<file path="config.mk">
export PLATFORM = sky130hd
export DESIGN_NAME = reg_fifo8
export DESIGN_NICKNAME = d
export VERILOG_FILES = /design/src/rtl/fifo_pkg.sv /design/src/rtl/dff.sv /design/src/rtl/register16.sv /design/src/rtl/reg_fifo8.sv
export SDC_FILE = /design/constraint.sdc
export NUM_CORES = 1
export LEC_CHECK = 0
export CAP_MARGIN = 20
export CORE_ASPECT_RATIO = 1.5
export CORE_MARGIN = 4
export CORE_UTILIZATION = 35
export CTS_CLUSTER_DIAMETER = 30
export DETAILED_ROUTE_END_ITERATION = 10
export GPL_ROUTABILITY_DRIVEN = 0
export SYNTH_ARGS = -nofsm -noshare
export SYNTH_HDL_FRONTEND = slang
export SYNTH_SLANG_ARGS = --single-unit
</file>
<file path="constraint.sdc">
create_clock -name clk -period 2.22 [get_ports clk]
set_input_delay 0.444 -clock clk [delete_from_list [all_inputs] [get_ports clk]]
set_output_delay 0.444 -clock clk [all_outputs]
set_load 0.005 [all_outputs]
</file>
<file path="src/rtl/fifo_pkg.sv">
// fifo_pkg: shared defaults and pointer type for the register-based FIFO
package fifo_pkg;
    localparam int DEF_WIDTH = 16;
    localparam int DEF_DEPTH = 8;
    localparam int PTR_W = $clog2(DEF_DEPTH);
    typedef logic [PTR_W-1:0] ptr_t;
endpackage

</file>
<file path="src/rtl/dff.sv">
// dff: plain WIDTH-bit D flip-flop without reset
module dff #(
    parameter int WIDTH = 1
) (
    input  logic             clk,
    input  logic [WIDTH-1:0] d,
    output logic [WIDTH-1:0] q
);
    always_ff @(posedge clk) q <= d;
endmodule

</file>
<file path="src/rtl/register16.sv">
// register16: load-enabled storage register built on dff
module register16
    import fifo_pkg::*;
#(
    parameter int WIDTH = DEF_WIDTH
) (
    input  logic             clk,
    input  logic             en,
    input  logic [WIDTH-1:0] d,
    output logic [WIDTH-1:0] q
);
    logic [WIDTH-1:0] q_d;
    always_comb q_d = en ? d : q;
    dff #(.WIDTH(WIDTH)) u_dff (.clk(clk), .d(q_d), .q(q));
endmodule

</file>
<file path="src/rtl/reg_fifo8.sv">
// reg_fifo8: register-based FIFO with registered read data and sticky error flags
module reg_fifo8
    import fifo_pkg::*;
#(
    parameter int WIDTH = DEF_WIDTH,
    parameter int DEPTH = DEF_DEPTH
) (
    input  logic                     clk,
    input  logic                     rst_n,
    input  logic                     wr_en,
    input  logic [WIDTH-1:0]         wr_data,
    input  logic                     rd_en,
    output logic [WIDTH-1:0]         rd_data,
    output logic                     rd_valid,
    output logic                     full,
    output logic                     empty,
    output logic [$clog2(DEPTH):0]   count,
    input  logic                     clr_err,
    output logic                     overflow,
    output logic                     underflow
);
    localparam int AW = $clog2(DEPTH);
    localparam int CW = AW + 1;

    logic [AW-1:0]    wr_ptr_q, wr_ptr_d, rd_ptr_q, rd_ptr_d;
    logic [CW-1:0]    count_q, count_d;
    logic [WIDTH-1:0] rd_data_q, rd_data_d;
    logic             rd_valid_q, rd_valid_d;
    logic             overflow_q, overflow_d, underflow_q, underflow_d;
    logic             wr_ok, rd_ok;
    logic [WIDTH-1:0] mem [DEPTH];

    assign full  = count_q == CW'(DEPTH);
    assign empty = count_q == '0;
    assign rd_ok = rd_en & ~empty;
    // a read in the same cycle frees the slot, so a full FIFO can still take a write
    assign wr_ok = wr_en & (~full | rd_ok);

    for (genvar g = 0; g < DEPTH; g++) begin : g_mem
        register16 #(.WIDTH(WIDTH)) u_reg (
            .clk(clk),
            .en (wr_ok && wr_ptr_q == AW'(g)),
            .d  (wr_data),
            .q  (mem[g])
        );
    end

    always_comb begin
        wr_ptr_d    = wr_ok ? wr_ptr_q + 1'b1 : wr_ptr_q;
        rd_ptr_d    = rd_ok ? rd_ptr_q + 1'b1 : rd_ptr_q;
        count_d     = count_q + CW'(wr_ok) - CW'(rd_ok);
        rd_data_d   = rd_ok ? mem[rd_ptr_q] : rd_data_q;
        rd_valid_d  = rd_ok;
        overflow_d  = (wr_en & ~wr_ok) | (overflow_q & ~clr_err);
        underflow_d = (rd_en & ~rd_ok) | (underflow_q & ~clr_err);
    end

    always_ff @(posedge clk or negedge rst_n) begin
        if (!rst_n) begin
            wr_ptr_q    <= '0;
            rd_ptr_q    <= '0;
            count_q     <= '0;
            rd_data_q   <= '0;
            rd_valid_q  <= 1'b0;
            overflow_q  <= 1'b0;
            underflow_q <= 1'b0;
        end else begin
            wr_ptr_q    <= wr_ptr_d;
            rd_ptr_q    <= rd_ptr_d;
            count_q     <= count_d;
            rd_data_q   <= rd_data_d;
            rd_valid_q  <= rd_valid_d;
            overflow_q  <= overflow_d;
            underflow_q <= underflow_d;
        end
    end

    assign count     = count_q;
    assign rd_data   = rd_data_q;
    assign rd_valid  = rd_valid_q;
    assign overflow  = overflow_q;
    assign underflow = underflow_q;
endmodule

</file>
==> summary.md <==
| Metric | Value |
|---|---|
| Status | `finished with violations` |
| Failing checks | `negative setup slack` |
| CORE AREA | `17940 µm²` |
| Top FF cell, synth | `edfxtp_1` |
| Share of post-route cells with drive strength above 1 | `25.39%` |
| Power Dens Cells | `1327 nW/µm²` |
| Final #Nets | `471` |
| Die Ht | `173.2 µm` |
| Max VDD drop | `0.5364 mV` |
| Rows | `60` |
| Final design utilization | `44.45%` |
| Via density | `4.992` |
| Pleak | `2.927 nW` |
| Routed WL | `13360 µm` |
| Post-Synth Adder-Cell Area | `2.868%` |
| Antenna violations before repair | `0` |
| Die width | `118.2 µm` |
| TritonRoute pass-1 iters | `4` |
| Crit path kind | `reg -> reg` |
| First-pass GRT wire length | `20530 µm` |
| Slack of the critical path | `-0.09728 ns` |
| Post-synth EDFFs | `128` |
| Mux cell area share after synthesis | `11.26%` |
| Number of global-route vias before repair | `3606` |
| Cell taking the most area after synthesis | `edfxtp_1` |
| Worst Path Buf+Inv | `5` |
| Critical path fanouts, max | `2` |
| Final period utilization | `104.4%` |
| GRT Total Usage | `13.55%` |
| DRT iter0 DRCs | `166` |
| CTS clk-pin slew, worst paths | `0.06 ns` |
| Number of synthesized register bits | `157` |
| Syn_area_per_cell | `17.55 µm²` |
| Total number of vias | `3325` |
| Final clock skew | `0.01006 ns` |
| Post-Syn Nets | `398` |
| Worst EP arrival | `2.63 ns` |
| Critical path's slowest cell | `fa_2` |
| Post-synthesis xor/xnor area fraction | `0.6875%` |
| Fillers | `1565` |
| Startpoint types | `register` |
| Syn. warnings | `0` |
| Delay-heaviest family, CP | `adder cells` |
| Synth area leaders | `edfxtp_1 (60%), dfrtp_1 (11%), mux2i_1 (5.2%), mux2_2 (3.5%), o31ai_2 (3.1%)` |
| Grt ovf | `0` |
| Max cap viols | `0` |
| Final setup fails | `2` |
| Worst path cell trace | `inv_2 -> ha_4 -> or3b_4 -> o21a_4 -> clkinv_4 -> ha_4 -> inv_4 -> ha_4 -> inv_2 -> fa_2 -> inv_2` |
| Seq/Total Area, Yosys | `71.73%` |
| Cell Count, Final, Fillers Out | `666` |
| Final Max Tran Viols | `0` |
| Post-DP HPWL | `7737 µm` |
| I/O Buffers | `45` |
| Simple-gate share of the synthesized area | `1.670%` |
| Largest family of logic cells by synthesized area | `multiplexers` |
| H-Tree Depth | `4` |
| Die area | `20470 µm²` |
| Skew-Pair Late Insertion Delay | `0.42 ns` |
| I/O pin count | `46` |
| Post-place setup slack | `-0.2702 ns` |
| Complex-gate fraction of the synthesized area | `8.780%` |
| Endpoint class of the critical path | `register` |
| Wirelength per Cell | `20.07 µm` |
| Clock root buffer | `clkbuf_16` |
| Clock tree sinks | `157` |
| Post-route ant nets | `0` |
| Placed cell count | `632` |
| Final Hold Viols | `0` |
| Cells after Synth | `363` |
| Initial Util | `35.50%` |
| Largest net degree at the start of global routing | `67` |
| ANT cells | `0` |
| Cts bufs inserted | `17` |
| Fmax achieved | `431.5 MHz` |
| Mapped Area | `6370 µm²` |
| Synth top area share | `60.34%` |
| Worst hold path class | `in -> async` |
| Final min period | `2.317 ns` |
| RSZ-0062 raised after global routing | `true` |
| Max Buffers Root-to-Sink | `2` |
| Worst stage delay on the critical path | `0.52 ns` |
| Worst Max-Slew Pin Slew | `0.4696 ns` |
| Layout Area Growth over Synthesis | `25.20%` |
| FFs w/ async S/R, synth | `18.47%` |
| DR DRC count | `0` |
| Yosys cell types | `35` |
| Max-slew headroom | `68.69%` |
| Hold_ws | `0.4440 ns` |
| CTS tree | `built` |
| CTS hold repair buffers | `0` |
| Critical Path RT | `2.54 ns` |
-- path summary, 6_finish.rpt --
check,start,end,slack [ns],cells past startpoint
max,count[2]$_DFF_PN0_,count[1]$_DFF_PN0_,-0.1,11
min,rst_n,rd_data[15]$_DFFE_PN0P_,0.44,2
max reg2reg,count[2]$_DFF_PN0_,count[1]$_DFF_PN0_,-0.1,11
min reg2reg,overflow$_DFF_PN0_,overflow$_DFF_PN0_,0.51,1
max in group asynchronous,rst_n,rd_ptr_q[0]$_DFFE_PN0P_,1.43,2
min in group clk,overflow$_DFF_PN0_,overflow$_DFF_PN0_,0.51,1
-- power by group --
| group | internal [mW] | switching [mW] | total, mW |
|---|---|---|---|
| Clock | 1.90 | 1.10 | 3.00 |
| Sequential | 3.83 | 0.250 | 4.08 |
| Combinational | 1.74 | 1.76 | 3.51 |
-- synth_stat cells, types with 2 or more instances --
library cell / number
dfrtp_1: 29
inv_1: 13
buf_4: 3
nor2b_1: 2
mux2i_1: 33
and2_1: 2
xnor2_1: 4
a22o_1: 17
o21ai_0: 15
edfxtp_1: 128
clkbuf_1: 5
nand2b_1: 2
mux2_2: 20
and3_1: 6
buf_2: 5
o31ai_2: 16
o22ai_1: 16
ha_1: 13
mux2_1: 13
buf_6: 6
-- flip-flops by register name, indices dropped and copies added (netlist names) --
| register | count |
|---|---|
| rd_ptr_q | 3 |
| overflow | 1 |
| wr_ptr_q | 3 |
| g_mem.u_reg.u_dff.q | 128 |
| rd_valid | 1 |
| count | 4 |
| rd_data | 16 |
| underflow | 1 |
-- cells in the final DEF, fill, tap and decap left out, types with 2 or more instances in the layout --
cell and count:
edfxtp_1 128, clkdlybuf4s50_1 43, mux2i_1 33, dfrtp_1 28
mux2_2 20, buf_4 19, a22o_1 17, clkbuf_16 17
o22ai_1 16, o31ai_2 16, o21ai_0 15, mux2_1 13
ha_1 9, inv_1 8, buf_12 8, and3_1 6
inv_2 5, clkinv_2 5, ha_4 4, bufinv_16 4
clkinv_4 3, xnor2_1 3, nor2b_1 2, and2_1 2
nand2b_1 2, clkbuf_1 2
-- cells by family after synthesis --
group | Yosys count
AND/OR/NAND/NOR | 17
flip-flops | 157
XOR/XNOR | 5
adder cells (fa/ha/maj) | 14
AO/OA/AOI/OAI | 69
multiplexers | 67
buffers and inverters | 34
-- metrics by stage --
step	power [mW]	TNS, ns	cell area [µm²]
2_1_floorplan	6.228	-0.2394	6407
3_3_place_gp	7.468	-0.4561	7297
3_5_place_dp	7.593	-0.6946	7297
4_1_cts	10.67	-0.1401	7954
5_1_grt	11.12	-0.4293	7975
6_report	10.59	-0.1455	7975
-- per-layer routing --
layer | wire length [µm] | vias up | track usage, %
met3 | 511 | 23 | 3.461
met4 | 342 | 0 | 5.917
li1 | - | 1553 | -
met2 | 7262 | 71 | 24.41
met1 | 5247 | 1678 | 14.96
met5 | 0 | - | 0
-- worst register-to-register path, stage by stage, from the launching register on --
cell and delay, ns:
dfrtp_1 0.39, inv_2 0.08, ha_4 0.12, or3b_4 0.38, o21a_4 0.24, clkinv_4 0.05, ha_4 0.20, inv_4 0.05
ha_4 0.12, inv_2 0.04, fa_2 0.52, inv_2 0.03
-- what timing repair did --
| item | in CTS | in global routing |
|---|---|---|
| endpoints found under the setup margin | 5 | 4 |
| setup buffers | 0 | 2 |
| gates resized for setup | 10 | 5 |
| pin swaps | 0 | 2 |
-- area by class of cell --
type / count / area (µm²) / area share [%]
Tap cell: 217 / 271.5 / 3.404
Clock buffer: 20 / 446.7 / 5.601
Sequential cell: 157 / 4571 / 57.31
Multi-Input combinational cell: 172 / 1694 / 21.24
Inverter: 15 / 63.81 / 0.8001
Clock inverter: 12 / 170.2 / 2.134
Timing Repair Buffer: 73 / 758.2 / 9.507
Power figures use the tool's default switching activity.
